==> src/rtl/alu_ctl_mdu.sv <==
// ALU control decoder plus iterative multiply/divide unit with HI/LO registers.
// Define ALUCTL_DIV_EN to build the divide path (div/divu); otherwise only mult/multu start the MDU.
module alu_ctl_mdu #(
  parameter int WIDTH = 32
) (
  input  logic             clk,
  input  logic             rst,
  input  logic             valid,
  input  logic [1:0]       ALUop,
  input  logic [5:0]       func,
  input  logic [WIDTH-1:0] a,
  input  logic [WIDTH-1:0] b,
  output logic [3:0]       ALUCtl,
  output logic             busy,
  output logic             stall,
  output logic             done,
  output logic [WIDTH-1:0] hi,
  output logic [WIDTH-1:0] lo
);
  localparam int CW = $clog2(WIDTH);
  typedef enum logic [1:0] {IDLE, RUN, FIX} state_t;

  state_t           state;
  logic [CW-1:0]    cnt;
  logic [WIDTH-1:0] acc_hi, acc_lo, opb;
  logic             neg_q;
  logic             is_mul, is_md, start, sgn_a, sgn_b;
  logic [WIDTH:0]   mul_sum;
  logic [2*WIDTH-1:0] prod;
`ifdef ALUCTL_DIV_EN
  logic             op_div, neg_r, div0;
  logic [WIDTH:0]   div_sh, div_diff;
`endif

  always_comb begin
    ALUCtl = 4'd15;
    case (ALUop)
      2'b00: ALUCtl = 4'd2;
      2'b01: ALUCtl = 4'd6;
      2'b10: begin
        case (func)
          6'd32:   ALUCtl = 4'd2;
          6'd34:   ALUCtl = 4'd6;
          6'd36:   ALUCtl = 4'd0;
          6'd37:   ALUCtl = 4'd1;
          6'd39:   ALUCtl = 4'd12;
          6'd42:   ALUCtl = 4'd7;
          default: ALUCtl = 4'd15;
        endcase
      end
      default: ALUCtl = 4'd15;
    endcase
  end

  assign is_mul = (func == 6'd24) || (func == 6'd25);
`ifdef ALUCTL_DIV_EN
  assign is_md = is_mul || (func == 6'd26) || (func == 6'd27);
`else
  assign is_md = is_mul;
`endif
  assign start = valid && !busy && (ALUop == 2'b10) && is_md;
  assign stall = busy & valid;

  // func[0] clear means the signed variant (mult/div)
  assign sgn_a = ~func[0] & a[WIDTH-1];
  assign sgn_b = ~func[0] & b[WIDTH-1];

  assign mul_sum = {1'b0, acc_hi} + (acc_lo[0] ? {1'b0, opb} : '0);
  assign prod    = {acc_hi, acc_lo};
`ifdef ALUCTL_DIV_EN
  assign div_sh   = {acc_hi, acc_lo[WIDTH-1]};
  assign div_diff = div_sh - {1'b0, opb};
`endif

  always_ff @(posedge clk or posedge rst) begin
    if (rst) begin
      state  <= IDLE;
      busy   <= 1'b0;
      done   <= 1'b0;
      hi     <= '0;
      lo     <= '0;
      cnt    <= '0;
      acc_hi <= '0;
      acc_lo <= '0;
      opb    <= '0;
      neg_q  <= 1'b0;
`ifdef ALUCTL_DIV_EN
      op_div <= 1'b0;
      neg_r  <= 1'b0;
      div0   <= 1'b0;
`endif
    end else begin
      done <= 1'b0;
      case (state)
        IDLE: begin
          if (start) begin
            acc_hi <= '0;
            acc_lo <= sgn_a ? -a : a;
            opb    <= sgn_b ? -b : b;
            neg_q  <= sgn_a ^ sgn_b;
            cnt    <= CW'(WIDTH - 1);
            busy   <= 1'b1;
            state  <= RUN;
`ifdef ALUCTL_DIV_EN
            op_div <= func[1];
            neg_r  <= sgn_a;
            div0   <= (b == '0);
`endif
          end
        end
        RUN: begin
          // multiplier/dividend shifts out of acc_lo; product/quotient shifts in
`ifdef ALUCTL_DIV_EN
          if (op_div) begin
            acc_hi <= div_diff[WIDTH] ? div_sh[WIDTH-1:0] : div_diff[WIDTH-1:0];
            acc_lo <= {acc_lo[WIDTH-2:0], ~div_diff[WIDTH]};
          end else
`endif
          begin
            acc_hi <= mul_sum[WIDTH:1];
            acc_lo <= {mul_sum[0], acc_lo[WIDTH-1:1]};
          end
          cnt <= cnt - 1'b1;
          if (cnt == '0) state <= FIX;
        end
        FIX: begin
          // divide by zero leaves remainder = |a|, so re-signing it yields a
`ifdef ALUCTL_DIV_EN
          if (op_div) begin
            lo <= div0 ? '1 : (neg_q ? -acc_lo : acc_lo);
            hi <= neg_r ? -acc_hi : acc_hi;
          end else
`endif
          begin
            {hi, lo} <= neg_q ? -prod : prod;
          end
          busy  <= 1'b0;
          done  <= 1'b1;
          state <= IDLE;
        end
        default: state <= IDLE;
      endcase
    end
  end
endmodule

==> config.mk <==
export PLATFORM = sky130hd
export DESIGN_NAME = alu_ctl_mdu
export DESIGN_NICKNAME = d
export VERILOG_FILES = /design/src/rtl/alu_ctl_mdu.sv
export SDC_FILE = /design/constraint.sdc
export NUM_CORES = 1
export LEC_CHECK = 0
export ABC_AREA = 1
export ABC_CLOCK_PERIOD_IN_PS = 5500
export CAP_MARGIN = 0
export CORE_ASPECT_RATIO = 1.25
export CORE_MARGIN = 5
export CORE_UTILIZATION = 36
export CTS_CLUSTER_SIZE = 24
export DETAILED_ROUTE_END_ITERATION = 12
export SYNTH_ARGS = -nofsm -noshare
export SYNTH_HDL_FRONTEND = slang
export SYNTH_SLANG_ARGS = --single-unit
==> constraint.sdc <==
create_clock -name clk -period 5.5 [get_ports clk]
set_input_delay 0.825 -clock clk [delete_from_list [all_inputs] [get_ports clk]]
set_output_delay 0.825 -clock clk [all_outputs]
set_load 0.05 [all_outputs]
==> results of run 1 <==
==> cell usage after synthesis, types with 5 or more instances <==
cell	count	share of area (%)
a31oi_1	6	0.28
clkbuf_1	26	0.74
buf_2	14	0.53
nor2_2	13	0.61
inv_2	12	0.34
inv_1	294	8.3
o21ai_0	90	3.4
nand4_1	27	1.3
xor2_1	43	2.8
a21oi_1	41	1.5
xnor2_1	5	0.33
nor3_1	21	0.79
o221ai_1	6	0.40
ha_1	37	3.5
o21ai_1	14	0.53
nand2_2	8	0.38
nor2_4	9	0.76
buf_6	7	0.59
o211ai_1	5	0.28
nand3b_1	11	0.62
nand3_1	222	8.4
o21bai_1	15	0.85
or2_2	5	0.24
nand2_1	734	21
dfrtp_1	170	32
nor2_1	208	5.9
o21ai_2	6	0.40
o22ai_1	20	0.94
==> critical path, stage by stage <==
cell	delay (ns)
clkdlybuf4s50_1	0.56
inv_1	0.06
nor2_1	0.28
nand4_1	0.18
a41oi_1	0.24
clkdlybuf4s50_1	0.84
==> stage by stage <==
| stage | std cells | area (um^2) | power (uW) | setup slack (ns) |
|---|---|---|---|---|
| floorplan | 2105 | 13300 | 1870 | 0.0716 |
| global placement | 2685 | 15100 | 2100 | 1.72 |
| detailed placement | 2685 | 15100 | 2110 | 1.73 |
| CTS | 2717 | 15700 | 3320 | 1.71 |
| global route | 2717 | 15700 | 3470 | 1.52 |
| finish | 2717 | 15700 | 3290 | 1.69 |
==> layer usage <==
layer	wire (um)	part of all wire, %	GRT usage, %
met1	19500	47	27.6
met2	18700	45	32.8
met3	1830	4.4	3.12
met4	1400	3.4	7.70
met5	0	0	0
==> layout make-up <==
| class | count | share of cell area [%] |
|---|---|---|
| Clock inverter | 13 | 0.853 |
| Tap cell | 480 | 3.83 |
| Clock buffer | 19 | 2.82 |
| Multi-Input combinational cell | 1575 | 48.3 |
| Inverter | 306 | 7.35 |
| Sequential cell | 170 | 27.1 |
| Timing Repair Buffer | 154 | 9.68 |
==> power breakdown <==
group	total (uW)	internal [uW]	switching, uW
logic	666	233	433
clock network	1200	647	549
registers	1430	1310	116
==> cell families after synthesis <==
logic type | Yosys count | share of synthesized area (%)
AO/OA/AOI/OAI | 217 | 9.67
adder cells (fa/ha/maj) | 38 | 3.64
XOR/XNOR | 48 | 3.17
AND/OR/NAND/NOR | 1272 | 40.6
flip-flops | 170 | 32.1
buffers and inverters | 360 | 10.8
==> final timing paths <==
path / endpoint / startpoint / cells after the start
max: ALUCtl[0] / func[5] / 6
min: hi[8] / hi[8] / 2
max reg2reg: acc_lo[10] / state[0] / 8
min reg2reg: hi[8] / hi[8] / 2
max in group asynchronous: hi[12] / rst / 3
min in group asynchronous: hi[25] / rst / 2
==> state kept, by name, indices dropped and copies added (netlist names) <==
name / cells
acc_hi: 32
acc_lo: 32
hi: 32
lo: 32
opb: 32
cnt: 5
state: 2
busy: 1
done: 1
neg_q: 1
==> reports/qor.yml, run 1 <==
post_drt_wl_per_cell_um: 15.2
synth_seq_area_share_pct: 32.1
fin_util_pct: 43.1
via_per_inst: 4.89
routed_wl_um: 41400
timing.max_cap.violations: 0
cts_inserted_buffers: 17
gp_congestion: 0.905
synth_edf_count: 0
syn2layout_area_growth_pct: 18.2
cts_tree: "yes"
antenna_found_initial: 0
hold_buffers: 0
cts_sinks: 170
final-setup-viol-count: 0
portBuffers: 145
tns_ns: 0
hold_ws_ns: 0.481
fillers: 3849
io_pins: 146
path_max_fanout: 6
rsz0062_at_grt: "false"
clock_latency_ns: 0.45
ys_seq_elements: 170
cts_root_buf: "clkbuf_16"
initial_utilization_pct: 36.5
nets: 2337
coreArea_um2: 36400
start_kind: "input port"
layout_commonest_cell: "nand2_1"
timing.slew.headroom_pct: 39.4
grt_pass1_vias: 12824
syn_area_um2: 13300
drtIter0Drc: 882
dieWidth_um: 182
drtPass1Iterations: 5
arrival_ns: 2.99
netlist_instances: 2105
layout-drive-gt1-share_pct: 4.83
r2r_slack_ns: 2.60
worst_ep_required_time_ns: 4.68
regArea_um2: 4260
maxSlewViolCount: 0
ys.flop_type: "dfrtp_1"
clk_pin_slew_ns: 0.07
n_antenna_cell: 0
layout_common_cells: "nand2_1 (734), inv_1 (293), nand3_1 (222)"
post_cts_resized: 0
grt_max_degree: 90
power.density_nw_per_um2: 210
route.detailed.drc: 0
worstMarginPinSlew_ns: 0.902
ys_types: 46
min_path_type: "reg2reg"
path_class: "in2out"
vdd_drop_max_mv: 0.241
power_leakage_uw: 0.00818
status: "complete, no violations"
core.rowCount: 78
max_freq_mhz: 262
crit_path_end_kind: "output pin"
hold_violations: 0
period_minus_slack_ns: 3.81
overflow: 0
fin_skew_ns: 0.0103
die_height_um: 225
die_area_um2: 40800
grtUsageTotal_pct: 20.3
cts_setup_buffers: 0
timing.final.crit_share_pct: 69.3
synth_nets: 2218
hpwl_um: 33300
multi_input_area_um2: 7590
h-tree-depth: 4
cts_buffer_depth: 2
vias: 13285
ant_nets: 0
async_flop_share_pct: 100
syn_avg_cell_area_um2: 6.30
ys_warn_count: 0
grt_pass1_wl_um: 67100
Power figures use the tool's default switching activity.
==> run 2: changes to the inputs <==
ABC_CLOCK_PERIOD_IN_PS = 3500   (was 5500)
clock period = 3.5 ns   (was 5.5 ns; I/O delays follow)
==> reports/qor.yml, run 2 (synthesis results as in run 1) <==
post_drt_wl_per_cell_um: 15.3  # was 15.2 um
cts_inserted_buffers: 17  # unchanged
place_area_um2: 15200  # was 15,100 um^2
crit_top_cell: "clkdlybuf4s50_1"  # unchanged
clock_latency_ns: 0.46  # was 0.45 ns
max_freq_mhz: 330
vias: 13471  # was 13,285
die_height_um: 225  # unchanged
cts_tree: "yes"  # unchanged
cts_sinks: 170  # unchanged
grtUsageTotal_pct: 20.3  # about the same
timing.final.crit_share_pct: 86.5
hold_ws_ns: 0.376  # was 0.481 ns
cts_root_buf: "clkbuf_16"  # unchanged
hold_violations: 0  # unchanged
arrival_ns: 2.50  # was 2.99 ns
regArea_um2: 4260  # unchanged
timing.slew.headroom_pct: 41.3  # was 39.4%
drtPass1Iterations: 5  # unchanged
final-setup-viol-count: 0  # unchanged
dieWidth_um: 182  # unchanged
grt_pass1_vias: 12750  # was 12,824
syn2layout_area_growth_pct: 19.1  # was 18.2%
layout-drive-gt1-share_pct: 5.12  # was 4.83%
finalPower_uw: 5280  # was 3290 uW
die_area_um2: 40800  # unchanged
ant_nets: 0  # unchanged
h-tree-depth: 4  # unchanged
nets: 2344  # was 2,337
highest_layer: "met4"  # unchanged
via_per_inst: 4.95  # was 4.89
cts_setup_buffers: 0  # unchanged
coreArea_um2: 36400  # unchanged
wl_met1_um: 19600  # was 19,500 um
maxSlewViolCount: 0  # unchanged
min_path_type: "in2async"  # was reg2reg
layout_common_cells: "nand2_1 (734), inv_1 (293), nand3_1 (222)"  # unchanged
path_max_fanout: 6  # unchanged
layout_commonest_cell: "nand2_1"  # unchanged
start_kind: "input port"  # unchanged
tns_ns: 0  # unchanged
vdd_drop_max_mv: 0.384  # was 0.241 mV
worst_ep_required_time_ns: 2.97  # was 4.68 ns
n_antenna_cell: 0  # unchanged
finalNonFillerCells: 2724  # was 2,717
routed_wl_um: 41600  # was 41,400 um
hold_buffers: 0  # unchanged
core.rowCount: 78  # unchanged
post_cts_resized: 0  # unchanged
crit_slowest_cell: "clkdlybuf4s50_1"  # unchanged
route.detailed.drc: 0  # unchanged
crit_path_end_kind: "output pin"  # unchanged
status: "complete, no violations"  # unchanged
path_class: "in2out"  # unchanged
drtIter0Drc: 881  # was 882
critPathBufInv: 3  # unchanged
initial_utilization_pct: 36.5  # unchanged
fillers: 3852  # was 3,849
dp.cells: 2692  # was 2,685
grt_pass1_wl_um: 66900  # was 67,100 um
clk_pin_slew_ns: 0.06  # was 0.07 ns
crit_chain: "clkdlybuf4s50_1, inv_1, nor2_1, nand4_1, nand2_1, nand3_1, clkdlybuf4s50_1"  # was clkdlybuf4s50_1, inv_1, nor2_1, nand4_1, a41oi_1, clkdlybuf4s50_1
critical-path-top-delay-family: "buffers and inverters"  # unchanged
power_leakage_uw: 0.00824  # was 0.00818 uW
power.density_nw_per_um2: 334  # was 210 nW/um^2
antenna_found_initial: 0  # unchanged
fin_area_um2: 15800  # was 15,700 um^2
overflow: 0  # unchanged
worstMarginPinSlew_ns: 0.881  # was 0.902 ns
io_pins: 146  # unchanged
multi_input_area_um2: 7590  # unchanged
cts_buffer_depth: 2  # unchanged
gp_congestion: 0.907  # was 0.905
wl_met2_um: 18900  # was 18,700 um
fin_skew_ns: 0.0168  # was 0.0103 ns
period_minus_slack_ns: 3.03
rsz0062_at_grt: "false"  # unchanged
timing.max_cap.violations: 0  # unchanged
hpwl_um: 33300  # about the same
worst_path_largest_cell_delay_ns: 0.70  # was 0.84 ns
grt_max_degree: 79  # was 90
portBuffers: 145  # unchanged
wl_met3_um: 2010  # was 1830 um
[run 2: where the power goes]
group / switching [uW] / internal [uW]
registers: 185 / 2060
clock network: 851 / 1130
logic: 676 / 370
[run 2: final timing paths]
path / cells after the start / start / endpoint / slack, ns
max: 7 / func[5] / ALUCtl[1] / 0.47
min: 2 / rst / hi[29] / 0.38
max reg2reg: 13 / acc_lo[0] / acc_hi[28] / 0.90
min reg2reg: 2 / hi[12] / hi[12] / 0.48
max in group asynchronous: 3 / rst / neg_q / 2.45
min in group clk: 2 / hi[12] / hi[12] / 0.48
[run 2: stage by stage]
stage	utilization, %	setup WS [ns]
detailed placement	41.8	0.474
finish	43.4	0.473
global placement	41.8	0.513
global route	43.4	0.301
CTS	43.4	0.470
floorplan	-	0.806
[run 2: layer usage]
layer  up-vias  track usage, %
li1       6926               -
met1      6145            28.1
met2       349            32.9
met3        51            2.96
met4         0            6.76
met5         -               0
[run 2: final cells by class]
type                            instances  area share [%]
Clock buffer                           20            2.76
Clock inverter                         12            1.05
Inverter                              306            7.29
Multi-Input combinational cell       1575            48.0
Sequential cell                       170            26.9
Tap cell                              480            3.80
Timing Repair Buffer                  161            10.2
==> run 3: changes to the inputs <==
CAP_MARGIN = not set   (was 0)
==> results of run 3 <==
Same layout as run 2: the final DEF is identical, and so are final timing and power.
